File: config.mk
export PLATFORM = sky130hd
export DESIGN_NAME = morph3x3_bin
export DESIGN_NICKNAME = d
export VERILOG_FILES = /design/src/rtl/morph3x3_bin_pkg.sv /design/src/rtl/bin_line_buf2.sv /design/src/rtl/morph3x3_bin.sv
export SDC_FILE = /design/constraint.sdc
export NUM_CORES = 1
export LEC_CHECK = 0
export ABC_AREA = 1
export ABC_CLOCK_PERIOD_IN_PS = 20000
export CAP_MARGIN = 20
export CORE_UTILIZATION = 45
export DETAILED_ROUTE_END_ITERATION = 8
export HOLD_SLACK_MARGIN = 0.05
export SLEW_MARGIN = 0
export SYNTH_ARGS = -nofsm -noshare
export SYNTH_HDL_FRONTEND = slang
export SYNTH_SLANG_ARGS = --single-unit
export TNS_END_PERCENT = 1
File: constraint.sdc
create_clock -name clk -period 20 [get_ports clk]
set_input_delay 4 -clock clk [delete_from_list [all_inputs] [get_ports clk]]
set_output_delay 4 -clock clk [all_outputs]
set_load 0.02 [all_outputs]
File: src/rtl/morph3x3_bin_pkg.sv
// rtl/morph3x3_bin_pkg.sv - shared encodings and helpers for the 3x3 binary morphology stage
package morph_pkg;

   // Run-time operator select; 2'b11 behaves as bypass
   typedef enum logic [1:0] {
      MODE_BYPASS  = 2'b00,
      MODE_ERODE   = 2'b01,
      MODE_DILATE  = 2'b10,
      MODE_BYPASS2 = 2'b11
   } mode_e;

   typedef enum logic [1:0] {
      ST_IDLE   = 2'b00,
      ST_ACTIVE = 2'b01,
      ST_DONE   = 2'b10
   } state_e;

   // Per-bit defaults for the foreground/background output codes
   localparam logic DEF_PIX_FG_BIT = 1'b0;
   localparam logic DEF_PIX_BG_BIT = 1'b1;

   // Normalise an input bit so that foreground reads as 1
   function automatic logic norm_fg(input logic p, input logic fg_val);
      return p ~^ fg_val;
   endfunction

endpackage

File: src/rtl/bin_line_buf2.sv
// rtl/bin_line_buf2.sv - two chained one-line delays for a 1-bit pixel stream
module bin_line_buf2 #(
   parameter int IMG_W = 640
) (
   input  logic clk,
   input  logic i_en,
   input  logic i_bin,
   output logic o_row1,
   output logic o_row2
);

   logic [IMG_W-1:0] r_line1;
   logic [IMG_W-1:0] r_line2;

   // Tails hold the pixels written exactly one and two lines ago
   assign o_row1 = r_line1[IMG_W-1];
   assign o_row2 = r_line2[IMG_W-1];

   // Shift both delays once per accepted pixel; contents need no reset
   always_ff @(posedge clk) begin
      if (i_en) begin
         r_line1 <= {r_line1[IMG_W-2:0], i_bin};
         r_line2 <= {r_line2[IMG_W-2:0], r_line1[IMG_W-1]};
      end
   end

endmodule

File: src/rtl/morph3x3_bin.sv
// rtl/morph3x3_bin.sv - 3x3 binary erode/dilate/bypass stage with frame FSM and 3-stage pipeline
module morph3x3_bin
   import morph_pkg::*;
#(
   parameter int                IMG_W  = 640,
   parameter int                IMG_H  = 480,
   parameter int                DATA_W = 16,
   parameter logic              FG_VAL = 1'b0,
   parameter logic [DATA_W-1:0] PIX_FG = {DATA_W{DEF_PIX_FG_BIT}},
   parameter logic [DATA_W-1:0] PIX_BG = {DATA_W{DEF_PIX_BG_BIT}}
) (
   input  logic              clk,
   input  logic              rst,
   input  logic [1:0]        mode_i,
   input  logic              frame_start_i,
   input  logic              pix_valid_i,
   input  logic              pix_bin_i,
   output logic              out_valid_o,
   output logic [DATA_W-1:0] out_data_o,
   output logic              out_bin_o,
   output logic              frame_done_o
);

   localparam int CW = (IMG_W > 1) ? $clog2(IMG_W) : 1;
   localparam int RW = (IMG_H > 1) ? $clog2(IMG_H) : 1;
   localparam logic [CW-1:0] COL_LAST = CW'(IMG_W - 1);
   localparam logic [RW-1:0] ROW_LAST = RW'(IMG_H - 1);

   state_e          r_state, w_state_nxt;
   mode_e           r_mode;
   logic [CW-1:0]   r_col;
   logic [RW-1:0]   r_row;

   logic [CW-1:0]   w_col;
   logic [RW-1:0]   w_row;
   logic            w_accept;
   logic            w_last;
   mode_e           w_mode;
   logic            w_lb1, w_lb2;

   // S1: window (bit0 = column c, bit2 = column c-2) and position flags
   logic [2:0]      r_win_t, r_win_m, r_win_b;
   logic            r_s1_valid, r_s1_bg, r_s1_top_out, r_s1_left_out, r_s1_last;
   mode_e           r_s1_mode;

   // S2: per-row reductions
   logic [2:0]      w_cmask, w_t, w_m, w_b;
   logic [2:0]      r_s2_and, r_s2_or;
   logic            r_s2_valid, r_s2_ctr, r_s2_bg, r_s2_last;
   mode_e           r_s2_mode;

   // S3: result
   logic            w_fg;
   logic            r_out_valid, r_out_bin, r_out_done;
   logic [DATA_W-1:0] r_out_data;

   // A frame start overrides the counters for a coincident pixel, which becomes (0,0)
   assign w_col    = frame_start_i ? '0 : r_col;
   assign w_row    = frame_start_i ? '0 : r_row;
   assign w_accept = pix_valid_i && (frame_start_i || (r_state == ST_ACTIVE));
   assign w_last   = (w_col == COL_LAST) && (w_row == ROW_LAST);
   assign w_mode   = frame_start_i ? mode_e'(mode_i) : r_mode;

   // Frame state register
   always_ff @(posedge clk or posedge rst) begin
      if (rst) r_state <= ST_IDLE;
      else     r_state <= w_state_nxt;
   end

   // Next-state: a frame start (re)arms, the last accepted pixel finishes the frame
   always_comb begin
      w_state_nxt = r_state;
      case (r_state)
         ST_IDLE, ST_DONE: begin
            if (frame_start_i) w_state_nxt = ST_ACTIVE;
         end
         ST_ACTIVE: begin
            w_state_nxt = ST_ACTIVE;
         end
         default: w_state_nxt = ST_IDLE;
      endcase
      if (w_accept && w_last) w_state_nxt = ST_DONE;
   end

   // Raster counters and shadow mode
   always_ff @(posedge clk or posedge rst) begin
      if (rst) begin
         r_col  <= '0;
         r_row  <= '0;
         r_mode <= MODE_BYPASS;
      end else begin
         if (frame_start_i) r_mode <= mode_e'(mode_i);
         if (w_accept) begin
            if (w_col == COL_LAST) begin
               r_col <= '0;
               r_row <= (w_row == ROW_LAST) ? '0 : w_row + 1'b1;
            end else begin
               r_col <= w_col + 1'b1;
               r_row <= w_row;
            end
         end else if (frame_start_i) begin
            r_col <= '0;
            r_row <= '0;
         end
      end
   end

   bin_line_buf2 #(.IMG_W(IMG_W)) u_line_buf (
      .clk    (clk),
      .i_en   (w_accept),
      .i_bin  (pix_bin_i),
      .o_row1 (w_lb1),
      .o_row2 (w_lb2)
   );

   // S1: shift a new normalised column into the window and note border position
   always_ff @(posedge clk or posedge rst) begin
      if (rst) begin
         r_win_t       <= '0;
         r_win_m       <= '0;
         r_win_b       <= '0;
         r_s1_valid    <= 1'b0;
         r_s1_bg       <= 1'b0;
         r_s1_top_out  <= 1'b0;
         r_s1_left_out <= 1'b0;
         r_s1_last     <= 1'b0;
         r_s1_mode     <= MODE_BYPASS;
      end else begin
         r_s1_valid <= w_accept;
         if (w_accept) begin
            r_win_b       <= {r_win_b[1:0], norm_fg(pix_bin_i, FG_VAL)};
            r_win_m       <= {r_win_m[1:0], norm_fg(w_lb1, FG_VAL)};
            r_win_t       <= {r_win_t[1:0], norm_fg(w_lb2, FG_VAL)};
            r_s1_bg       <= (w_row == '0) || (w_col == '0);
            r_s1_top_out  <= (w_row == RW'(1));
            r_s1_left_out <= (w_col == CW'(1));
            r_s1_last     <= w_last;
            r_s1_mode     <= w_mode;
         end
      end
   end

   // Neighbours above row 0 or left of column 0 are forced to background
   assign w_cmask = r_s1_left_out ? 3'b011 : 3'b111;
   assign w_t     = r_s1_top_out ? 3'b000 : (r_win_t & w_cmask);
   assign w_m     = r_win_m & w_cmask;
   assign w_b     = r_win_b & w_cmask;

   // S2: reduce each window row
   always_ff @(posedge clk or posedge rst) begin
      if (rst) begin
         r_s2_valid <= 1'b0;
         r_s2_and   <= '0;
         r_s2_or    <= '0;
         r_s2_ctr   <= 1'b0;
         r_s2_bg    <= 1'b0;
         r_s2_last  <= 1'b0;
         r_s2_mode  <= MODE_BYPASS;
      end else begin
         r_s2_valid <= r_s1_valid;
         if (r_s1_valid) begin
            r_s2_and  <= {&w_t, &w_m, &w_b};
            r_s2_or   <= {|w_t, |w_m, |w_b};
            r_s2_ctr  <= r_win_m[1];
            r_s2_bg   <= r_s1_bg;
            r_s2_last <= r_s1_last;
            r_s2_mode <= r_s1_mode;
         end
      end
   end

   // Combine row reductions according to the frame's mode
   always_comb begin
      w_fg = 1'b0;
      case (r_s2_mode)
         MODE_ERODE:  w_fg = &r_s2_and;
         MODE_DILATE: w_fg = |r_s2_or;
         default:     w_fg = r_s2_ctr;
      endcase
      if (r_s2_bg) w_fg = 1'b0;
   end

   // S3: output register; idle cycles carry no pixel
   always_ff @(posedge clk or posedge rst) begin
      if (rst) begin
         r_out_valid <= 1'b0;
         r_out_data  <= '0;
         r_out_bin   <= 1'b0;
         r_out_done  <= 1'b0;
      end else begin
         r_out_valid <= r_s2_valid;
         r_out_done  <= r_s2_valid && r_s2_last;
         if (r_s2_valid) begin
            r_out_data <= w_fg ? PIX_FG : PIX_BG;
            r_out_bin  <= w_fg ? FG_VAL : ~FG_VAL;
         end
      end
   end

   assign out_valid_o  = r_out_valid;
   assign out_data_o   = r_out_data;
   assign out_bin_o    = r_out_bin;
   assign frame_done_o = r_out_done;

endmodule
==> results_dict.tcl <==
set metrics [dict create \
    synth_top_area_frac 0.931 \
    grt_max_degree 216 \
    rows 110 \
    grt_pass1_wl_um 76700 \
    fp.dieH_um 305 \
    track_usage 0.102 \
    post-cts-setup-buffers 0 \
    synthTopCellsByArea "edfxtp_1 93%, dfrtp_1 3.3%, nand2_1 0.72%" \
    clock_sinks 1334 \
    crit_fanout 215 \
    synth_commonest_cells "1280 x edfxtp_1, 79 x nand2_1, 54 x dfrtp_1" \
    arrival_ps 8230 \
    critPathTopFamily "buffers and inverters" \
    crit_path_end_kind "flip-flop" \
    insertion_delay_ps 690 \
    clk_pin_slew_ps 60 \
    powerDensity_nw_per_um2 121 \
    post-route-period-util 0.398 \
    ant_nets 0 \
    crit_type "in2reg" \
    cts_resized 0 \
    drt_pass1_iterations 5 \
    crit_required_ps 20280 \
    synth.most_common_cell "edfxtp_1" \
    drv_cap 0 \
    synth_edf_count 1280 \
    ir_drop_mv 0.0889 \
    vias 14400 \
    placed_area_um2 43000 \
    start_kind "primary input" \
    status "finished clean" \
    portBuffers 25 \
    worstHoldPathCells 0 \
    synth_async_sr_flop_share 0.0405 \
    syn_area_um2 41300 \
    tritoncts "yes" \
    path_cells "clkdlybuf4s50_1 -> inv_2 -> nand2_2 -> nand2_2 -> nor2_4 -> buf_4 -> buf_4 -> buf_12" \
    slew_viol_final 0 \
    yosysTopAreaCell "edfxtp_1" \
    synthCells 1636 \
    viasPerCell 4.70 \
    start_util 0.457 \
    ys_warn_count 0 \
    hold_path.class "reg2reg" \
    first_iter_violations 1458 \
    syn_nets 1648 \
    worstMarginPinSlew_ps 1120 \
    grt_remaining_overflow 0 \
    yosys_most_used_dff "edfxtp_1" \
    hp-start "u_line_buf.r_line1[158]" \
    cts_buffers 120 \
    setup_viol 0 \
    drt_wl_total_um 47200 \
    place_congestion 0.776 \
    max_freq_mhz 126 \
    cts_hold_buffers 0 \
    synth_area_per_cell_um2 25.2 \
    slew_headroom 0.257 \
    fin_area_um2 47200 \
    hold_slack_ps 395 \
    nets 1785 \
    ctsHtreeMaxLevel 3 \
    crit_buf_inv 5 \
    whs_endpoint "u_line_buf.r_line1[159]" \
    drive_above_1_share 0.110 \
    r2r_end "u_line_buf.r_line2[129]" \
    period_minus_slack_ps 7950 \
    diodes 0 \
    grt_pass1_vias 13800 \
    chipWidth_um 305 \
    r2r_start "r_state[1]" \
    synthToLayoutAreaGrowth_pct 14.2 \
    cpMaxStageDelayCell "buf_4" \
    ys_seq_elements 1334 \
    reg2reg_depth 6 \
    num_io_pins 26 \
    antenna_found_initial 0 \
    reg2reg_slack_ps 16240 \
    dieArea_um2 93000 \
    hold_viol 0 \
    clk_path_buf_depth 3 \
    wl_per_cell_um 15.5 \
    fin_setup_tns_ps 0 \
    clock_skew_ps 47.0 \
    cts_root_buffer "clkbuf_16" \
    crit_path_max_incr_delay_ps 940 \
    drc 0 \
    coreArea_um2 90400 \
    ys_seq_area_frac 0.963 \
    grt_setup_unrepaired "false" \
    ys_types 33 \
    dp_hpwl_um 19700 \
    leakagePower_nw 16.1 \
]
==> routing by layer <==
metal	vias up	share of wire	global-route usage
met5	-	0	0
met4	0	0.027	0.0390
met3	105	0.041	0.0257
met2	256	0.39	0.125
met1	7347	0.54	0.172
li1	6644	-	-
==> sequential cells by signal, summed over array words and instances, names as in the netlist, 9 cells and up <==
name / flops
u_line_buf.r_line1: 640
u_line_buf.r_line2: 640
r_row: 9
r_col: 10
==> report_power, final <==
| group | switching, mW | leakage (nW) | internal [mW] |
|---|---|---|---|
| combinational | 0.0700 | 0.884 | 0.0222 |
| sequential | 0.0489 | 13.2 | 3.24 |
| clock | 0.958 | 1.98 | 1.36 |
| total | 1.08 | 16.1 | 4.62 |
==> logic make-up after synthesis <==
| family | synth area share |
|---|---|
| compound gates | 0.00539 |
| xor+xnor | 0.00127 |
| fa+ha+maj | 0.00151 |
| buf+inv | 0.00924 |
| flops | 0.963 |
| simple gates | 0.0192 |
==> area by class of cell <==
| class | instances | area [um^2] |
|---|---|---|
| timing repair buffer | 40 | 453 |
| sequential | 1334 | 39800 |
| clock buffer | 136 | 3110 |
| clock inverter | 89 | 996 |
| tap | 1176 | 1470 |
| fill | 6711 | 43300 |
| multi-input combinational | 222 | 1130 |
| inverter | 55 | 206 |
==> how the worst max path moves through the flow <==
stage | start | end | slack, ps | cells after the start
finish | frame_start_i | u_line_buf.r_line2[129] | 12050 | 8
global route | frame_start_i | u_line_buf.r_line2[533] | 11740 | 8
CTS | frame_start_i | u_line_buf.r_line2[331] | 12100 | 8
detailed placement | frame_start_i | u_line_buf.r_line2[335] | 11280 | 8
global placement | frame_start_i | u_line_buf.r_line2[321] | 11480 | 8
floorplan | frame_start_i | r_col[0] | 6100 | 7
==> metrics by stage <==
stage               setup WS (ps)   util  power [mW]  cells
detailed placement          11280  0.475        3.43   2825
global placement            11480  0.475        3.43   2824
floorplan                    6100      -        3.43   1636
global route                11740  0.521        5.90   3052
CTS                         12100  0.521        5.78   3050
finish                      12050  0.521        5.70   3052
==> cells in the final DEF, fill, tap and decap left out, types with 3 or more instances in the layout <==
cell,count
nor2_4,4
nor2_1,39
inv_2,3
clkinvlp_4,6
xor2_1,6
nor3_1,5
nand3_1,20
clkinv_1,36
clkinv_2,21
nand2_2,4
dfrtp_1,54
nand2_1,79
bufinv_16,19
o21ai_1,4
edfxtp_1,1280
buf_4,9
ha_1,5
buf_12,4
o21ai_0,20
inv_1,52
a21oi_1,7
nand4_1,12
clkdlybuf4s50_1,25
clkbuf_1,14
clkbuf_16,122
clkinv_16,3
Power figures use the tool's default switching activity.
